$ cat config.mk
export PLATFORM = sky130hd
export DESIGN_NAME = brent_kung_pipe_adder_flat
export DESIGN_NICKNAME = d
export VERILOG_FILES = /design/src/rtl/brent_kung_pipe_adder_if.sv /design/src/rtl/brent_kung_pipe_adder.sv /design/src/flat_wrapper.sv
export SDC_FILE = /design/constraint.sdc
export NUM_CORES = 1
export LEC_CHECK = 0
export CAP_MARGIN = 20
export CELL_PAD_IN_SITES_DETAIL_PLACEMENT = 2
export CELL_PAD_IN_SITES_GLOBAL_PLACEMENT = 2
export CORE_MARGIN = 8
export CORE_UTILIZATION = 33
export CTS_CLUSTER_DIAMETER = 60
export DETAILED_ROUTE_END_ITERATION = 16
export HOLD_SLACK_MARGIN = 0.1
export MAX_ROUTING_LAYER = met4
export PLACE_DENSITY = 0.85
export SKIP_LAST_GASP = 1
export SYNTH_ARGS = -nofsm -noshare
export SYNTH_HDL_FRONTEND = slang
export SYNTH_SLANG_ARGS = --single-unit
$ cat constraint.sdc
create_clock -name clk -period 2.5 [get_ports clk]
set_input_delay 0.25 -clock clk [delete_from_list [all_inputs] [get_ports clk]]
set_output_delay 0.25 -clock clk [all_outputs]
set_load 0.02 [all_outputs]
$ cat src/rtl/brent_kung_pipe_adder_if.sv
`default_nettype none
// ============================================================================
// Module   : brent_kung_pipe_adder_if
// Brief    : Operand/result handshake bundle for the pipelined Brent-Kung adder.
// Revision : 1.0 - initial release
// ============================================================================
interface brent_kung_pipe_adder_if #(
    parameter int WIDTH = 12
);
    logic               in_valid;
    logic               in_ready;
    logic [2*WIDTH-1:0] INPUTS;
    logic               cin;
    logic               sub;
    logic               out_valid;
    logic               out_ready;
    logic [WIDTH:0]     OUTS;
    logic               overflow;

    modport master (
        output in_valid, INPUTS, cin, sub, out_ready,
        input  in_ready, out_valid, OUTS, overflow
    );

    modport slave (
        input  in_valid, INPUTS, cin, sub, out_ready,
        output in_ready, out_valid, OUTS, overflow
    );
endinterface
`default_nettype wire

$ cat src/rtl/brent_kung_pipe_adder.sv
`default_nettype none
// ============================================================================
// Module   : brent_kung_pipe_adder
// Brief    : Parametrised Brent-Kung add/sub with STAGES register stages and
//            a globally stalled valid/ready pipeline.
// Revision : 1.0 - initial release
// ============================================================================
module brent_kung_pipe_adder #(
    parameter int WIDTH  = 12,
    parameter int STAGES = 2,
    parameter int SUB_EN = 1
) (
    input  logic                    clk,
    input  logic                    rst,
    brent_kung_pipe_adder_if.slave  bus
);
    // Prefix positions: position 0 is the carry-in, position i+1 is operand bit i.
    localparam int c_npos   = WIDTH + 1;
    localparam int c_levels = $clog2(c_npos);
    localparam int c_nlev   = 2 * c_levels - 1;
    localparam logic [c_npos-1:0] c_one = {{(c_npos-1){1'b0}}, 1'b1};

    if (WIDTH < 2 || WIDTH > 64 || STAGES < 1 || STAGES > $clog2(WIDTH) + 2) begin : g_param_check
        $error("brent_kung_pipe_adder: illegal WIDTH/STAGES combination");
    end

    // One Brent-Kung level: levels 1..c_levels are up-sweep, the rest down-sweep.
    function automatic logic [2*c_npos-1:0] bk_level(
        input logic [c_npos-1:0] g,
        input logic [c_npos-1:0] p,
        input int                lvl
    );
        logic [c_npos-1:0] m;
        logic [c_npos-1:0] gs;
        logic [c_npos-1:0] ps;
        int                d;
        int                span;
        d    = (lvl <= c_levels) ? lvl - 1 : 2 * c_levels - 1 - lvl;
        span = 1 << d;
        m    = '0;
        for (int i = 0; i < c_npos; i++) begin
            if (lvl <= c_levels) begin
                if ((i + 1) % (2 * span) == 0) m = m | (c_one << i);
            end else if (((i + 1) % (2 * span) == span) && (i >= 2 * span)) begin
                m = m | (c_one << i);
            end
        end
        gs = g << span;
        ps = p << span;
        return {g | (m & p & gs), (p & ~m) | (m & p & ps)};
    endfunction

    logic [WIDTH-1:0]  w_a;
    logic [WIDTH-1:0]  w_b;
    logic [WIDTH-1:0]  w_b_eff;
    logic              w_sub_on;
    logic              w_c0;
    logic [c_npos-1:0] w_g0;
    logic [c_npos-1:0] w_p0;
    logic              w_advance;
    logic              r_out_valid;
    logic [WIDTH:0]    r_outs;
    logic              r_overflow;

    for (genvar i = 0; i < WIDTH; i++) begin : g_split
        assign w_a[i] = bus.INPUTS[2*i];
        assign w_b[i] = bus.INPUTS[2*i+1];
    end

    assign w_sub_on  = bus.sub & (SUB_EN != 0);
    assign w_b_eff   = w_b ^ {WIDTH{w_sub_on}};
    assign w_c0      = bus.cin ^ w_sub_on;
    assign w_g0      = {w_a & w_b_eff, w_c0};
    assign w_p0      = {w_a ^ w_b_eff, 1'b0};

    // Global stall: every stage shifts together whenever the output can move.
    assign w_advance    = bus.out_ready | ~r_out_valid;
    assign bus.in_ready = w_advance;

    for (genvar s = 0; s < STAGES; s++) begin : g_stage
        localparam int c_lo = (c_nlev * s) / STAGES + 1;
        localparam int c_hi = (c_nlev * (s + 1)) / STAGES;

        logic [c_npos-1:0] w_in_g;
        logic [c_npos-1:0] w_in_p;
        logic [WIDTH-1:0]  w_in_x;
        logic              w_in_v;
        logic [c_npos-1:0] w_g;
        logic [c_npos-1:0] w_p;

        if (s == 0) begin : g_head
            assign w_in_g = w_g0;
            assign w_in_p = w_p0;
            assign w_in_x = w_a ^ w_b_eff;
            assign w_in_v = bus.in_valid;
        end else begin : g_link
            assign w_in_g = g_stage[s-1].g_reg.r_g;
            assign w_in_p = g_stage[s-1].g_reg.r_p;
            assign w_in_x = g_stage[s-1].g_reg.r_x;
            assign w_in_v = g_stage[s-1].g_reg.r_v;
        end

        always_comb begin
            logic [2*c_npos-1:0] t;
            t   = '0;
            w_g = w_in_g;
            w_p = w_in_p;
            for (int l = c_lo; l <= c_hi; l++) begin
                t   = bk_level(w_g, w_p, l);
                w_g = t[2*c_npos-1:c_npos];
                w_p = t[c_npos-1:0];
            end
        end

        if (s < STAGES - 1) begin : g_reg
            logic [c_npos-1:0] r_g;
            logic [c_npos-1:0] r_p;
            logic [WIDTH-1:0]  r_x;
            logic              r_v;
            always_ff @(posedge clk or posedge rst) begin
                if (rst) begin
                    r_g <= '0;
                    r_p <= '0;
                    r_x <= '0;
                    r_v <= 1'b0;
                end else if (w_advance) begin
                    r_g <= w_g;
                    r_p <= w_p;
                    r_x <= w_in_x;
                    r_v <= w_in_v;
                end
            end
        end else begin : g_out
            // After the full network w_g[j] is the carry into bit j.
            logic [WIDTH-1:0] w_sum;
            logic             unused_p;
            assign w_sum    = w_in_x ^ w_g[WIDTH-1:0];
            assign unused_p = ^w_p;
            always_ff @(posedge clk or posedge rst) begin
                if (rst) begin
                    r_outs      <= '0;
                    r_overflow  <= 1'b0;
                    r_out_valid <= 1'b0;
                end else if (w_advance) begin
                    r_outs      <= {w_g[WIDTH], w_sum};
                    r_overflow  <= w_g[WIDTH] ^ w_g[WIDTH-1];
                    r_out_valid <= w_in_v;
                end
            end
        end
    end

    assign bus.out_valid = r_out_valid;
    assign bus.OUTS      = r_outs;
    assign bus.overflow  = r_overflow;
endmodule
`default_nettype wire

$ cat src/flat_wrapper.sv
// flat-port wrapper written by rule: the top's interface ports become plain ports
module brent_kung_pipe_adder_flat 
#(
    parameter int WIDTH  = 12,
    parameter int STAGES = 2,
    parameter int SUB_EN = 1
)
  (clk, rst, bus_in_valid, bus_INPUTS, bus_cin, bus_sub, bus_out_ready, bus_in_ready, bus_out_valid, bus_OUTS, bus_overflow);
  brent_kung_pipe_adder_if #(.WIDTH(WIDTH)) bus_i ();
  input  logic clk;
  input  logic rst;
  input wire logic [$bits(bus_i.in_valid)-1:0] bus_in_valid;
  input wire logic [$bits(bus_i.INPUTS)-1:0] bus_INPUTS;
  input wire logic [$bits(bus_i.cin)-1:0] bus_cin;
  input wire logic [$bits(bus_i.sub)-1:0] bus_sub;
  input wire logic [$bits(bus_i.out_ready)-1:0] bus_out_ready;
  output wire logic [$bits(bus_i.in_ready)-1:0] bus_in_ready;
  output wire logic [$bits(bus_i.out_valid)-1:0] bus_out_valid;
  output wire logic [$bits(bus_i.OUTS)-1:0] bus_OUTS;
  output wire logic [$bits(bus_i.overflow)-1:0] bus_overflow;
  assign bus_i.in_valid = bus_in_valid;
  assign bus_i.INPUTS = bus_INPUTS;
  assign bus_i.cin = bus_cin;
  assign bus_i.sub = bus_sub;
  assign bus_i.out_ready = bus_out_ready;
  assign bus_in_ready = bus_i.in_ready;
  assign bus_out_valid = bus_i.out_valid;
  assign bus_OUTS = bus_i.OUTS;
  assign bus_overflow = bus_i.overflow;
  brent_kung_pipe_adder #(.WIDTH(WIDTH), .STAGES(STAGES), .SUB_EN(SUB_EN)) u_core (.clk(clk), .rst(rst), .bus(bus_i));
endmodule
==> metrics.csv, run 1 <==
metric,value,unit
max_slew_margin,0.612,
clock_latency,0.30,ns
grt_use_total,0.134,
synth_edf_count,0,
muxShareOfSynthArea,0,
cpPeakStageDelay,0.46,ns
htreeDepth,2,
rr_endpoint,u_core.bus.overflow,
n_antenna_cell,0,
synth_ff_type,dfrtp_1,
synth_top_family_by_area,simple AND/OR/NAND/NOR gates,
grt_pass1_wl,9.95,mm
rows,29,
cts_buffer_depth,2,
cts_hold_buf,0,
rsz0062_at_grt,no,
crit_required,2.69,ns
seq_power_share,0.445,
antenna_found_initial,0,
drt_iter0_markers,21,
critical-path-top-delay-family,buffers and inverters,
period_share,0.727,
vias_per_cell,4.83,
initial_core_util,0.343,
synthXorXnorAreaFrac,0.0835,
synth_top_area_frac,0.503,
drv_cap,0,
syn_to_final_growth,27.3,%
synth_adder_area_share,0.103,
critPathKind,in -> reg,
cp-end-kind,flip-flop,
port_buffers,45,
crit_path_frequent_cell,a21oi_1,
yosys_warnings,0,
power-per-cell-area,808,nW/um^2
synth_seq_cells,44,
cts-root-buf,clkbuf_8,
crit_arrival,2.00,ns
slowest_stage,clkdlybuf4s50_1,
slew_violations,0,
cts.repair.resized,0,
wire_per_inst,15.7,microns
reg2regPathDepth,6,
regToRegSetupSlack,1.07,ns
synth_area_leaders,"dfrtp_1, nand2_1, ha_1",
finalPower,2.25,mW
cts.sinks,44,
synthSimpleGateAreaFrac,0.205,
hold_viol,0,
drtPass1Iterations,3,
start_kind,input pin,
leakagePower,1.36,nW
num_vias,1744,
nets,332,
async_flop_share,1.00,
fmax,550,MHz
worst_slew_pin_slew,0.582,ns
p_sw,0.790,mW
internal-power,1.46,mW
status,finished clean,
post_cts_buffers,0,
syn_inst,239,
gr-total-overflow,0,
p_sw_frac,0.351,
yosysSeqAreaShare,0.503,
cp_max_fo,13,
setup_viol,0,
ys_types,21,
die_h,97.4,microns
chipWidth,97.4,microns
vdd_ir_drop_max,0.000362,V
synth_top_cell_by_area,dfrtp_1,
avgSynthCellArea,9.16,sq um
path_cells,clkdlybuf4s50_1 -> buf_4 -> xor2_1 -> ha_1 -> a21oi_1 -> nor2b_1 -> o21ai_0 -> a21oi_1,
ant_nets,0,
num_io_pins,46,
synth_common_cells,"nand2_1, dfrtp_1, ha_1, nor2_1, xor2_1",
cts_buffers,5,
yosysMostFrequentCell,nand2_1,
dp_hpwl,4.06,mm
tns,0,ns
synth_compound_gate_area_share,0.0709,
grt_pass1_vias,2054,
min_period,1.82,ns
crit_buf_inv,2,
combPwrFrac,0.364,
clk_pin_slew,0.08,ns
hold_path_class,in -> async,
dieArea,9490,sq um
core,6390,sq um
grt_max_degree,46,
synth_area,2190,sq um
routed_wl,5.67,mm
drc,0,
tritoncts,done,
final_layout_size_suffix_gt1_frac,0.0563,
skew,0.00434,ns
power_frac_clock,0.190,
place.gp.congestion,0.770,
syn_nets,287,
worstReg2RegStart,u_core.g_stage[0].g_reg.r_g[7],
-- through the flow --
| stage | utilization | setup slack (ns) | std cells | hold slack, ns | cell area (sq um) |
|---|---|---|---|---|---|
| 6_report | 0.436 | 0.682 | 361 | 0.395 | 2790 |
| 5_1_grt | 0.436 | 0.582 | 361 | 0.445 | 2790 |
| 2_1_floorplan | - | 0.879 | 239 | 0.362 | 2190 |
| 3_3_place_gp | 0.424 | 0.486 | 354 | 0.441 | 2710 |
| 3_5_place_dp | 0.424 | 0.384 | 354 | 0.451 | 2710 |
| 4_1_cts | 0.436 | 0.664 | 361 | 0.421 | 2790 |
-- final cells by class --
type,instances,area (sq um)
inverters,4,15.0
clock inverters,1,5.00
fillers,712,3600
repair buffers,49,480
flip-flops and latches,44,1100
clock buffers,6,72.6
well taps,77,96.3
multi-input cells,180,1010
-- flip-flops by register name, summed over array words and instances (netlist names) --
register and flops:
u_core.bus.OUTS 13, u_core.g_stage.g_reg.r_g 13, u_core.g_stage.g_reg.r_x 11, u_core.g_stage.g_reg.r_p 4, u_core.bus.out_valid 1, u_core.bus.overflow 1, u_core.g_stage.g_reg.r_v 1
-- layout by cell type (no fill, tap or decap) --
master,netlist,final
inv_1,3,2
clkinv_1,0,1
dfrtp_1,44,44
xnor2_1,2,2
nor2b_2,0,1
clkbuf_8,0,5
a21o_1,3,3
a21oi_2,2,2
o2111ai_2,1,1
ha_1,18,18
nand2b_1,1,1
clkinv_2,0,1
clkbuf_1,2,1
nor2_1,18,18
xnor2_2,1,1
xor2_1,17,17
nand2_1,91,91
buf_4,3,4
nand4_1,1,1
inv_2,1,1
clkdlybuf4s50_1,0,45
nor2b_1,2,1
nand3_1,3,3
o21ai_0,10,10
a21oi_1,10,10
-- cell families (layout without fill, tap and decap cells) --
| family | Yosys count | count (layout) |
|---|---|---|
| AND/OR/NAND/NOR | 116 | 116 |
| flip-flops | 44 | 44 |
| AO/OA/AOI/OAI | 26 | 26 |
| XOR/XNOR | 20 | 20 |
| adder cells (fa/ha/maj) | 18 | 18 |
| buffers and inverters | 15 | 60 |
-- worst max path at each step --
stage | to | from | slack, ns | cells after the start
after global placement | u_core.g_stage[0].g_reg.r_g[7] | bus_sub | 0.49 | 8
after floorplan | u_core.g_stage[0].g_reg.r_g[7] | bus_sub | 0.88 | 8
after detailed placement | u_core.g_stage[0].g_reg.r_g[7] | bus_sub | 0.38 | 8
after CTS | u_core.g_stage[0].g_reg.r_g[11] | bus_sub | 0.66 | 8
after global routing | u_core.g_stage[0].g_reg.r_g[11] | bus_sub | 0.58 | 8
final | u_core.g_stage[0].g_reg.r_g[11] | bus_sub | 0.68 | 8
-- per-layer routing --
metal  vias to the layer above  global-route usage  wire [microns]
li1                        846                   -               -
met1                       851               0.150            2510
met2                        37               0.218            2840
met3                        10              0.0370             204
met4                         0              0.0559             120
met5                         -                   -               0
-- tightest hold or removal path, cell delays in order --
cell and delay [ns]:
clkdlybuf4s50_1 0.40, clkinv_1 0.05, buf_4 0.47
-- power groups by stage --
stage	clock, mW	sequential (mW)	combinational (mW)
5_1_grt	0.476	1.03	0.916
4_1_cts	0.448	1.01	0.842
6_report	0.428	1.00	0.820
3_3_place_gp	0	1.01	0.797
3_5_place_dp	0	1.02	0.830
2_1_floorplan	0	1.11	0.352
(Power assumes the default switching activity.)
==> run 2, diff against run 1 <==
Settings changed: CORE_UTILIZATION 33 to 30, PLACE_DENSITY 0.85 to 0.78.
Clock period 2.5 ns to 1.9 ns, I/O delays scaled along.
==> run 2 against run 1 <==
  * Sequential share of layout area decreased by 1.6 points
  * Wire length increased by 0.53%
  * Flip-flop and latch count unchanged
  * Largest cell class unchanged
==> metrics.csv, run 2 (synthesis results as in run 1) <==
metric,value,unit
path_cells,nor2b_2 -> inv_2 -> clkdlybuf4s50_1,
syn_to_final_growth,32.6,%
num_vias,1761,
critical-path-top-delay-family,buffers and inverters,
drtPass1Iterations,2,
power-per-cell-area,1080,nW/um^2
num_io_pins,46,
dp_hpwl,4.21,mm
rr_endpoint,u_core.bus.overflow,
cts.sinks,44,
grt_pass1_vias,2011,
place.gp.congestion,0.760,
worst_slew_pin_slew,0.538,ns
grt_pass1_wl,9.59,mm
leakagePower,1.40,nW
preCtsSetupSlack,-0.0853,ns
drv_cap,0,
vdd_ir_drop_max,0.000300,V
crit_required,1.71,ns
initial_core_util,0.305,
drc,0,
p_sw_frac,0.338,
max_slew_margin,0.639,
ff_latch_area,1100,sq um
nets,336,
n_antenna_cell,0,
multi_input_area,1010,sq um
mostFrequentLayoutCell,nand2_1,
critPathKind,reg -> out,
grt_max_degree,46,
cts.repair.resized,0,
cts_buffers,5,
cpPeakStageDelay,0.60,ns
cts_buffer_depth,2,
power_frac_clock,0.231,
drt_iter0_markers,30,
vias_per_cell,4.54,
tritoncts,done,
htreeDepth,2,
status,finished clean,
clk_pin_slew,0.08,ns
seq_power_share,0.419,
chipWidth,101,microns
period_share,0.882,
hold_path_class,in -> async,
setup_viol,0,
slowest_stage,clkdlybuf4s50_1,
combPwrFrac,0.350,
ant_nets,0,
cp-end-kind,output port,
setup_slack,0.225,ns
reg2regPathDepth,6,
cts_hold_buf,0,
antenna_found_initial,0,
skew,0.00549,ns
cts-root-buf,clkbuf_8,
cp_max_fo,2,
die_h,101,microns
wire_per_inst,14.7,microns
internal-power,2.08,mW
regToRegSetupSlack,0.45,ns
start_kind,flip-flop,
crit_buf_inv,2,
worstReg2RegStart,u_core.g_stage[0].g_reg.r_g[7],
clock_latency,0.30,ns
slew_violations,0,
core,7180,sq um
layout_common_cells,"nand2_1, clkdlybuf4s50_1, dfrtp_1",
crit_arrival,1.49,ns
port_buffers,45,
gr-total-overflow,0,
min_period,1.68,ns
finalPower,3.14,mW
hold_viol,0,
routed_wl,5.70,mm
rsz0062_at_grt,no,
post_cts_buffers,0,
grt_use_total,0.122,
rows,31,
tns,0,ns
dieArea,10300,sq um
final_core_util,0.404,
fmax,597,MHz
num-fill-cells,799,
final_layout_size_suffix_gt1_frac,0.0761,
p_sw,1.06,mW
[run 2: through the flow]
| stage | hold WS (ns) | area [sq um] | std cells |
|---|---|---|---|
| finish | 0.167 | 2900 | 388 |
| global route | 0.193 | 2900 | 388 |
| CTS | 0.170 | 2900 | 388 |
| detailed placement | 0.454 | 2790 | 380 |
| global placement | 0.443 | 2790 | 380 |
| floorplan | 0.302 | 2190 | 239 |
[run 2: layer usage]
layer,vias to the layer above,GRT usage,wire length (microns)
met3,5,0.0296,249
met1,866,0.134,2430
li1,855,-,-
met5,-,-,0
met4,0,0.0344,55
met2,35,0.216,2970
[run 2: worst max path at each step]
stage                               startpoint  cells after the start                              end
after detailed placement               bus_sub                      8   u_core.g_stage[0].g_reg.r_g[7]
after CTS                 u_core.bus.out_valid                      3                     bus_in_ready
after global routing                   bus_sub                      8  u_core.g_stage[0].g_reg.r_g[11]
final                     u_core.bus.out_valid                      3                     bus_in_ready
after floorplan                        bus_sub                      8   u_core.g_stage[0].g_reg.r_g[7]
after global placement                 bus_sub                      8   u_core.g_stage[0].g_reg.r_g[7]
[run 2: power groups by stage]
stage | Combinational (mW) | Sequential [mW] | Clock (mW)
floorplan | 0.463 | 1.46 | 0
global placement | 1.08 | 1.32 | 0
detailed placement | 1.12 | 1.34 | 0
CTS | 1.13 | 1.32 | 0.753
global route | 1.22 | 1.35 | 0.783
finish | 1.10 | 1.31 | 0.726
[run 2: area by class of cell]
cell class / instances / area share
clock inverters: 3 / 0.0147
well taps: 99 / 0.0427
flip-flops and latches: 44 / 0.379
clock buffers: 5 / 0.0237
inverters: 4 / 0.00517
multi-input cells: 180 / 0.350
repair buffers: 53 / 0.185
